[src/rtl/exs_of_operand_loader_if.sv]
// Stream and frame-output bundle for exs_of_operand_loader.
// slave  : loader side (consumes the beat stream, produces the operand frame)
// master : feeder/consumer side (drives the beat stream, observes the operand frame)
interface exs_of_operand_loader_if #(
  parameter int DATA_WIDTH = 32
);
  logic                         s_valid_i;
  logic signed [DATA_WIDTH-1:0] s_data_i;
  logic                         s_last_i;
  logic                         s_ready_o;
  logic                         valid_o;
  logic signed [DATA_WIDTH-1:0] a_o;
  logic signed [DATA_WIDTH-1:0] b_o;
  logic signed [DATA_WIDTH-1:0] c_o;
  logic signed [DATA_WIDTH-1:0] d_o;
  logic                         frame_err_o;
  logic                         timeout_o;
  logic [15:0]                  frame_cnt_o;

  modport slave (
    input  s_valid_i, s_data_i, s_last_i,
    output s_ready_o, valid_o, a_o, b_o, c_o, d_o, frame_err_o, timeout_o, frame_cnt_o
  );

  modport master (
    output s_valid_i, s_data_i, s_last_i,
    input  s_ready_o, valid_o, a_o, b_o, c_o, d_o, frame_err_o, timeout_o, frame_cnt_o
  );
endinterface

[src/rtl/exs_of_operand_loader.sv]
// exs_of_operand_loader: collects operands a,b,c,d one word per beat from a valid/ready
// stream (d tagged with s_last_i) and issues them in parallel with a one-cycle valid_o.
// Malformed frames are dropped with a frame_err_o pulse so exs_of only sees whole sets.
// Optional feature macro: EXS_LOADER_TIMEOUT_EN -- abandons a partial frame after
// TIMEOUT_CYCLES idle cycles in LOAD_B/C/D and pulses timeout_o. Without it, timeout_o
// is tied low and partial frames wait indefinitely.
module exs_of_operand_loader #(
  parameter int DATA_WIDTH     = 32,
  parameter int TIMEOUT_CYCLES = 256
) (
  input  logic                  clk_i,
  input  logic                  rst_i,
  exs_of_operand_loader_if.slave bus
);

  typedef enum logic [2:0] {
    IDLE   = 3'd0,
    LOAD_A = 3'd1,
    LOAD_B = 3'd2,
    LOAD_C = 3'd3,
    LOAD_D = 3'd4,
    ISSUE  = 3'd5,
    DRAIN  = 3'd6
  } state_t;

  state_t state;
  state_t state_nxt;

  logic accept;
  logic ld_a;
  logic ld_b;
  logic ld_c;
  logic vld_p0;
  logic err_p0;
  logic to_p0;
  logic to_hit;
  logic ready_nxt;

  logic signed [DATA_WIDTH-1:0] a_p0;
  logic signed [DATA_WIDTH-1:0] b_p0;
  logic signed [DATA_WIDTH-1:0] c_p0;

  // A beat transfers only when the registered ready is high; ready never looks at valid.
  assign accept = bus.s_valid_i && bus.s_ready_o;

`ifdef EXS_LOADER_TIMEOUT_EN
  localparam int TO_W = $clog2(TIMEOUT_CYCLES + 1);

  logic [TO_W-1:0] to_cnt;
  logic            mid_frame;

  assign mid_frame = (state == LOAD_B) || (state == LOAD_C) || (state == LOAD_D);
  // The last tolerated idle cycle is the one where the count already shows TIMEOUT_CYCLES-1.
  assign to_hit    = mid_frame && !accept && (to_cnt == TO_W'(TIMEOUT_CYCLES - 1));

  // Idle-cycle counter: cleared by any accepted beat, outside a partial frame, and on return to LOAD_A.
  always_ff @(posedge clk_i or posedge rst_i) begin
    if (rst_i) begin
      to_cnt <= '0;
    end else if (accept || !mid_frame || (state_nxt == LOAD_A)) begin
      to_cnt <= '0;
    end else begin
      to_cnt <= to_cnt + TO_W'(1);
    end
  end
`else
  logic unused_timeout_cfg;

  assign to_hit             = 1'b0;
  assign unused_timeout_cfg = ^TIMEOUT_CYCLES;
`endif

  // State register; reset parks in IDLE so ready stays low until the first edge after release.
  always_ff @(posedge clk_i or posedge rst_i) begin
    if (rst_i) begin
      state <= IDLE;
    end else begin
      state <= state_nxt;
    end
  end

  // Next-state decode plus one-cycle strobes and staging load enables.
  always_comb begin
    state_nxt = state;
    ld_a      = 1'b0;
    ld_b      = 1'b0;
    ld_c      = 1'b0;
    vld_p0    = 1'b0;
    err_p0    = 1'b0;
    to_p0     = 1'b0;
    case (state)
      IDLE: begin
        state_nxt = LOAD_A;
      end
      LOAD_A: begin
        if (accept) begin
          if (bus.s_last_i) begin
            err_p0    = 1'b1;
            state_nxt = LOAD_A;
          end else begin
            ld_a      = 1'b1;
            state_nxt = LOAD_B;
          end
        end
      end
      LOAD_B: begin
        if (accept) begin
          if (bus.s_last_i) begin
            err_p0    = 1'b1;
            state_nxt = LOAD_A;
          end else begin
            ld_b      = 1'b1;
            state_nxt = LOAD_C;
          end
        end
      end
      LOAD_C: begin
        if (accept) begin
          if (bus.s_last_i) begin
            err_p0    = 1'b1;
            state_nxt = LOAD_A;
          end else begin
            ld_c      = 1'b1;
            state_nxt = LOAD_D;
          end
        end
      end
      LOAD_D: begin
        if (accept) begin
          if (bus.s_last_i) begin
            vld_p0    = 1'b1;
            state_nxt = ISSUE;
          end else begin
            // An overlong frame: swallow the rest of it up to its last beat.
            err_p0    = 1'b1;
            state_nxt = DRAIN;
          end
        end
      end
      DRAIN: begin
        if (accept && bus.s_last_i) begin
          state_nxt = LOAD_A;
        end
      end
      ISSUE: begin
        state_nxt = LOAD_A;
      end
      default: begin
        state_nxt = LOAD_A;
      end
    endcase
    // Timeout only fires on a cycle without an accepted beat, so it never races an error.
    if (to_hit) begin
      state_nxt = LOAD_A;
      to_p0     = 1'b1;
    end
  end

  assign ready_nxt = (state_nxt != ISSUE) && (state_nxt != IDLE);

  // Staging for a, b, c; d bypasses staging straight into d_o on the issuing edge.
  always_ff @(posedge clk_i) begin
    if (ld_a) a_p0 <= bus.s_data_i;
    if (ld_b) b_p0 <= bus.s_data_i;
    if (ld_c) c_p0 <= bus.s_data_i;
  end

  // ---- stage p0 -> registered outputs ----
  // Registered outputs: operands load only on the edge that enters ISSUE and hold afterwards.
  always_ff @(posedge clk_i or posedge rst_i) begin
    if (rst_i) begin
      bus.s_ready_o   <= 1'b0;
      bus.valid_o     <= 1'b0;
      bus.frame_err_o <= 1'b0;
      bus.timeout_o   <= 1'b0;
      bus.frame_cnt_o <= 16'd0;
      bus.a_o         <= '0;
      bus.b_o         <= '0;
      bus.c_o         <= '0;
      bus.d_o         <= '0;
    end else begin
      bus.s_ready_o   <= ready_nxt;
      bus.valid_o     <= vld_p0;
      bus.frame_err_o <= err_p0;
      bus.timeout_o   <= to_p0;
      if (vld_p0) begin
        bus.a_o         <= a_p0;
        bus.b_o         <= b_p0;
        bus.c_o         <= c_p0;
        bus.d_o         <= bus.s_data_i;
        bus.frame_cnt_o <= bus.frame_cnt_o + 16'd1;
      end
    end
  end

endmodule
[src/flat_wrapper.sv]
// flat-port wrapper written by rule: the top's interface ports become plain ports
module exs_of_operand_loader_flat 
#(
  parameter int DATA_WIDTH     = 32,
  parameter int TIMEOUT_CYCLES = 256
)
  (clk_i, rst_i, bus_s_valid_i, bus_s_data_i, bus_s_last_i, bus_s_ready_o, bus_valid_o, bus_a_o, bus_b_o, bus_c_o, bus_d_o, bus_frame_err_o, bus_timeout_o, bus_frame_cnt_o);
  exs_of_operand_loader_if #(.DATA_WIDTH(DATA_WIDTH)) bus_i ();
  input  logic clk_i;
  input  logic rst_i;
  input wire logic [$bits(bus_i.s_valid_i)-1:0] bus_s_valid_i;
  input wire logic [$bits(bus_i.s_data_i)-1:0] bus_s_data_i;
  input wire logic [$bits(bus_i.s_last_i)-1:0] bus_s_last_i;
  output wire logic [$bits(bus_i.s_ready_o)-1:0] bus_s_ready_o;
  output wire logic [$bits(bus_i.valid_o)-1:0] bus_valid_o;
  output wire logic [$bits(bus_i.a_o)-1:0] bus_a_o;
  output wire logic [$bits(bus_i.b_o)-1:0] bus_b_o;
  output wire logic [$bits(bus_i.c_o)-1:0] bus_c_o;
  output wire logic [$bits(bus_i.d_o)-1:0] bus_d_o;
  output wire logic [$bits(bus_i.frame_err_o)-1:0] bus_frame_err_o;
  output wire logic [$bits(bus_i.timeout_o)-1:0] bus_timeout_o;
  output wire logic [$bits(bus_i.frame_cnt_o)-1:0] bus_frame_cnt_o;
  assign bus_i.s_valid_i = bus_s_valid_i;
  assign bus_i.s_data_i = bus_s_data_i;
  assign bus_i.s_last_i = bus_s_last_i;
  assign bus_s_ready_o = bus_i.s_ready_o;
  assign bus_valid_o = bus_i.valid_o;
  assign bus_a_o = bus_i.a_o;
  assign bus_b_o = bus_i.b_o;
  assign bus_c_o = bus_i.c_o;
  assign bus_d_o = bus_i.d_o;
  assign bus_frame_err_o = bus_i.frame_err_o;
  assign bus_timeout_o = bus_i.timeout_o;
  assign bus_frame_cnt_o = bus_i.frame_cnt_o;
  exs_of_operand_loader #(.DATA_WIDTH(DATA_WIDTH), .TIMEOUT_CYCLES(TIMEOUT_CYCLES)) u_core (.clk_i(clk_i), .rst_i(rst_i), .bus(bus_i));
endmodule
[config.mk]
export PLATFORM = sky130hd
export DESIGN_NAME = exs_of_operand_loader_flat
export DESIGN_NICKNAME = d
export VERILOG_FILES = /design/src/rtl/exs_of_operand_loader_if.sv /design/src/rtl/exs_of_operand_loader.sv /design/src/flat_wrapper.sv
export SDC_FILE = /design/constraint.sdc
export NUM_CORES = 1
export LEC_CHECK = 0
export CAP_MARGIN = 30
export CORE_UTILIZATION = 47
export CTS_CLUSTER_SIZE = 12
export DETAILED_ROUTE_END_ITERATION = 8
export HOLD_SLACK_MARGIN = 0.03
export PLACE_DENSITY = 0.74
export SYNTH_ARGS = -nofsm -noshare
export SYNTH_HDL_FRONTEND = slang
export SYNTH_SLANG_ARGS = --single-unit
[constraint.sdc]
create_clock -name clk_i -period 6.9 [get_ports clk_i]
set_input_delay 1.38 -clock clk_i [delete_from_list [all_inputs] [get_ports clk_i]]
set_output_delay 1.38 -clock clk_i [all_outputs]
set_load 0.005 [all_outputs]
Yosys cells after proc, flatten, opt, wreduce, memory -nomap -nowiden
Index checks and enable logic that the tools add are counted.

storage, ports and cells
  bits in registers = 246
  bits in latches = 0
  memory bits (writable) = 0
  memory bits (read-only) = 0
  input bits = 36
  output and inout port bits = 148
  logic and storage cells = 43
  memories kept = 0

cells by class
  add/sub/neg operators = 1
  multipliers = 0
  divide/modulo/power cells = 0
  order comparisons = 0
  equal/unequal tests = 6
  shifts and indexed selects = 0
  multiplexer cells = 19
  bitwise gates (word level) = 0
  reductions and logical operators = 5

operator list
  operator                 count
  $mux W3                  6
  $add A16 B1 Y16 const B  1
  $pmux W3 S5              1
  $mux W1                  8
  $eq A3 B2 Y1 const B     2
  $eq A3 B3 Y1 const B     2
  $mux W2                  3
  $eq A3 B1 Y1 const B     1
  $logic_and A1 B1 Y1      3
  $ne A3 B3 Y1 const B     1
  $reduce_bool A3 Y1       1
  $reduce_or A3 Y1         1
  $pmux W1 S2              1

Logic depth before layout (Yosys ltp)
  word-level depth = 6
  depth in mapped cells = 8
  mapped depth without buffers = 5

Worst setup path before layout
No wires, ideal clock.

  path type = input to register
  start point = input bus_s_valid_i
  end point = register u_core.b_p0[0] (enable)
  library setup time = 0.502 ns
  arrival time = 4.615 ns
  required time = 6.398 ns
  slack = 1.783 ns
  cell stages on the path = 2
  cell sequence = nand2_1 nor4_1

between the ends
  cells in the longest elaborated chain, start to end = 3

RTL lines
  item                    line                          RTL
  start: declaration      flat_wrapper.sv:11            input wire logic [$bits(bus_i.s_valid_i)-1:0] bus_s_valid_i;
  $logic_and A1 B1 Y1     exs_of_operand_loader.sv:44   assign accept = bus.s_valid_i && bus.s_ready_o;
  $mux W1                 exs_of_operand_loader.sv:107  if (accept) begin
  $mux W1                 exs_of_operand_loader.sv:91   case (state)
  via u_core.ld_b         exs_of_operand_loader.sv:31   logic ld_b;
  end signal: assignment  exs_of_operand_loader.sv:164  if (ld_b) b_p0 <= bus.s_data_i;
  end: declaration        exs_of_operand_loader.sv:40   logic signed [DATA_WIDTH-1:0] b_p0;

The timed path passes the listed nets, and every way through them passes these cells.
A chain may end at the register's enable or synchronous reset.

Worst setup path in the final report
  start point = input bus_s_last_i
  end point = register u_core.bus.b_o[17]

between the ends
  cells in the longest elaborated chain, start to end = 3

RTL lines
  item                    line                            RTL
  start: declaration      flat_wrapper.sv:13              input wire logic [$bits(bus_i.s_last_i)-1:0] bus_s_last_i;
  $mux W1                 exs_of_operand_loader.sv:130    if (bus.s_last_i) begin
  $mux W1                 -
  $mux W1                 exs_of_operand_loader.sv:91
  end signal: assignment  exs_of_operand_loader.sv:188    bus.b_o <= b_p0;
  end: declaration        exs_of_operand_loader_if.sv:22  output s_ready_o, valid_o, a_o, b_o, c_o, d_o, frame_err_o, timeout_o, frame_cnt_o

Every way passes these cells.

==> metrics.cfg <==
[worst_setup_path]
worst_path_fanout_max=83
worst_r2r_endpoint=u_core.bus.b_o[17]
crit_path_category=primary input to flip-flop
slowest_stage=inv_4
worst_setup_path_end_kind=flip-flop
timing.critical_path.required_ns=7.33
cp_cell_sequence=clkdlybuf4s50_1 > nand3_1 > or2_4 > inv_4 > buf_4 > nand2_1 > nand2_1
setup.worst_path.start_class=primary input
reg2reg_depth=6
r2r_slack_ns=3.92
critPathMaxStageDelay_ns=0.66
r2r-start=u_core.state[1]
timing.critical_path.arrival_ns=4.26
cp-endpoint=u_core.bus.b_o[17]
critical_path.startpoint=bus_s_last_i
worst_path_most_repeated_cell=nand2_1

[synth]
ys_seq_area_share_pct=75.9
synth_largest_area_cell=dfrtp_1
edff_count_synth=96
syn-instance-count=731
synth_compound_gate_area_share_pct=0.673
synth.most_common_cell=nand2_1
post_synth_xor_area_fraction_pct=1.50
synth_common_cells=nand2_1 (397), dfrtp_1 (150), edfxtp_1 (96), buf_2 (15), xnor2_1 (13)
yosys_register_bits=246
ys_flop_type=dfrtp_1
largest_family_of_logic_cells_by_synthesized_area=simple AND/OR/NAND/NOR gates
synthSimpleGateAreaFrac_pct=19.0
synth.top_cell.area_share_pct=42.9
yosysWarningCount=0
netlist-cell-type-count=29
synth_adder_area_share_pct=0.143
avgSynthCellArea_um2=12.0
synth.top_cells.by_area=dfrtp_1 (43%), edfxtp_1 (33%), nand2_1 (17%), xnor2_1 (1.3%), buf_6 (1.3%)
share_of_synthesized_registers_carrying_an_async_set_or_reset_pct=61.0
area_of_the_mapped_netlist_um2=8740
synth_mux_area_share_pct=0
syn-num-nets=768

[clock_network]
register_clock_pin_slew_on_the_reported_worst_setup_and_hold_paths_ns=0.06
clockBufferDepth=3
postCtsHoldBufs=0
post_cts.resized_instances=0
tritoncts_clock_tree=yes
cts_sinks=246
post_cts_setup_driven_buffer_insertion_count=0
clock_tree.root_cell=clkbuf_16
htree_num_levels=1
clock_latency_ns=0.50
cts-buffers-inserted=26

[power_and_ir_drop]
fin_total_pwr_mw=3.54
peakVddDrop_uv=183
p_per_area_nw_per_um2=308
total_leakage_power_nw=5.23

[sta]
fin_ws_ns=3.07
fmaxAchievable_mhz=261
hold_ws_ns=0.431
worst_clock_skew_ns=0.00661
finalCriticalPeriod_ns=3.83
timing.setup.tns_ns=0
finalMaxSlewViolations=0
number_of_endpoints_failing_setup_at_the_final_stage=0
timing.max_slew.rel_slack_pct=36.7
hold_violations=0
grt_setup_unrepaired=no
tightestPinTransition_ns=0.950
min_period_over_period_pct=55.5

[floorplanning]
row_count=49
design.portCount=184
floorplan.core_area_um2=18100
floorplan.die_area_um2=19100
die_width_um=138
die-height_um=138
initial_core_util_pct=48.3

[route]
highest_layer=met4
number_of_detailed_route_iterations_in_the_first_pass=7
route.vias.total=5636
postRouteWirelength_um=18400
detailroute.wirelength.met3_um=1080
drt-vias-per-instance=4.83
antenna_left=0
route.met2.wl_um=9010
detail_route.drc_violations=28
detail_route.wirelength.met1_um=7990
drt-initial-drc-count=433
routed_wire_length_per_instance_um=15.8

[layout]
layoutNonFillerInstCount=1166
layout.core_utilization_pct=63.6
nFillCells=1401
stdcell_area_um2=11500
num_antenna_cells=0
syn2layout_area_growth_pct=31.6
multiInputGateArea_um2=1880
sequential_cell_area_um2=6640
drive_above_1_share_pct=5.12
final_net_count=954

[global_route]
track_usage_pct=19.5
grt_start_max_net_pins=87
global_route_wire_length_before_repair_um=29700
residual_overflow_from_global_routing=0
antenna_found_initial=0
via_count_of_the_first_global_routing_pass=5579

[placed_design]
numPlacedInstances=1118
pre_cts_slack_ns=2.50
gp_routability_congestion=0.792
portBuffers=182
postPlaceCellArea_um2=10700
detailedPlacementHpwl_um=11400

[outcome]
failing_checks=design-rule violations
result_of_the_run=finished with violations

[worst_hold_path]
holdCritStartpoint=u_core.b_p0[15]
min-delay-path-class=flip-flop to flip-flop

[job]
maxCapViolCount=0

## worst max-delay path, delay by kind of cell
family                 cells  cell delay (ns)
buffers and inverters      3             1.83
AND/OR/NAND/NOR            4             0.99
## per-layer routing
layer / global-route usage (%) / vias up
met5: 0 / -
met4: 4.73 / 0
met3: 3.22 / 28
met2: 32.0 / 173
met1: 27.3 / 2724
li1: - / 2711
## power by group
| group | leakage, nW | internal (mW) | total (mW) | switching, mW |
|---|---|---|---|---|
| Clock | 0.375 | 0.743 | 1.26 | 0.518 |
| Sequential | 2.92 | 1.69 | 1.79 | 0.0955 |
| Combinational | 1.93 | 0.293 | 0.491 | 0.198 |
## state kept, by name, summed over array words and instances (netlist names)
name,count
u_core.c_p0,32
u_core.bus.b_o,32
u_core.bus.c_o,32
u_core.bus.valid_o,1
u_core.bus.s_ready_o,1
u_core.bus.frame_err_o,1
u_core.b_p0,32
u_core.bus.d_o,32
u_core.a_p0,32
u_core.state,3
u_core.bus.a_o,32
u_core.bus.frame_cnt_o,16
## logic make-up after synthesis
kind of cell / count (synthesis)
fa+ha+maj: 1
other cells: 1
flops: 246
buf+inv: 37
compound gates: 10
xor+xnor: 15
simple gates: 421
## how the worst min path moves through the flow
| stage | endpoint | cells after the start |
|---|---|---|
| 3_3_place_gp | u_core.bus.c_o[10] | 2 |
| 4_1_cts | u_core.bus.b_o[15] | 2 |
| 5_1_grt | u_core.bus.a_o[22] | 2 |
| 2_1_floorplan | u_core.bus.a_o[0] | 2 |
| 3_5_place_dp | u_core.bus.b_o[15] | 2 |
| 6_report | u_core.bus.b_o[15] | 2 |
## area by class of cell
cell class	instances	area share (%)
clock buffer	43	6.57
timing repair buffer	188	16.3
multi-input combinational	448	16.4
sequential	246	57.7
inverter	7	0.294
tap	229	2.49
clock inverter	5	0.218
## cell usage in the layout, fill, tap and decap left out, types with 3 or more instances in the layout
master	netlist	layout
buf_4	1	5
nand4_1	5	5
o21ai_0	3	3
clkbuf_16	0	27
nand2_1	397	397
dfrtp_1	150	150
nand3_1	6	6
inv_1	6	5
clkbuf_1	4	14
edfxtp_1	96	96
xnor2_1	13	13
clkdlybuf4s50_1	0	182
a21oi_1	4	4
(Power assumes the default switching activity.)
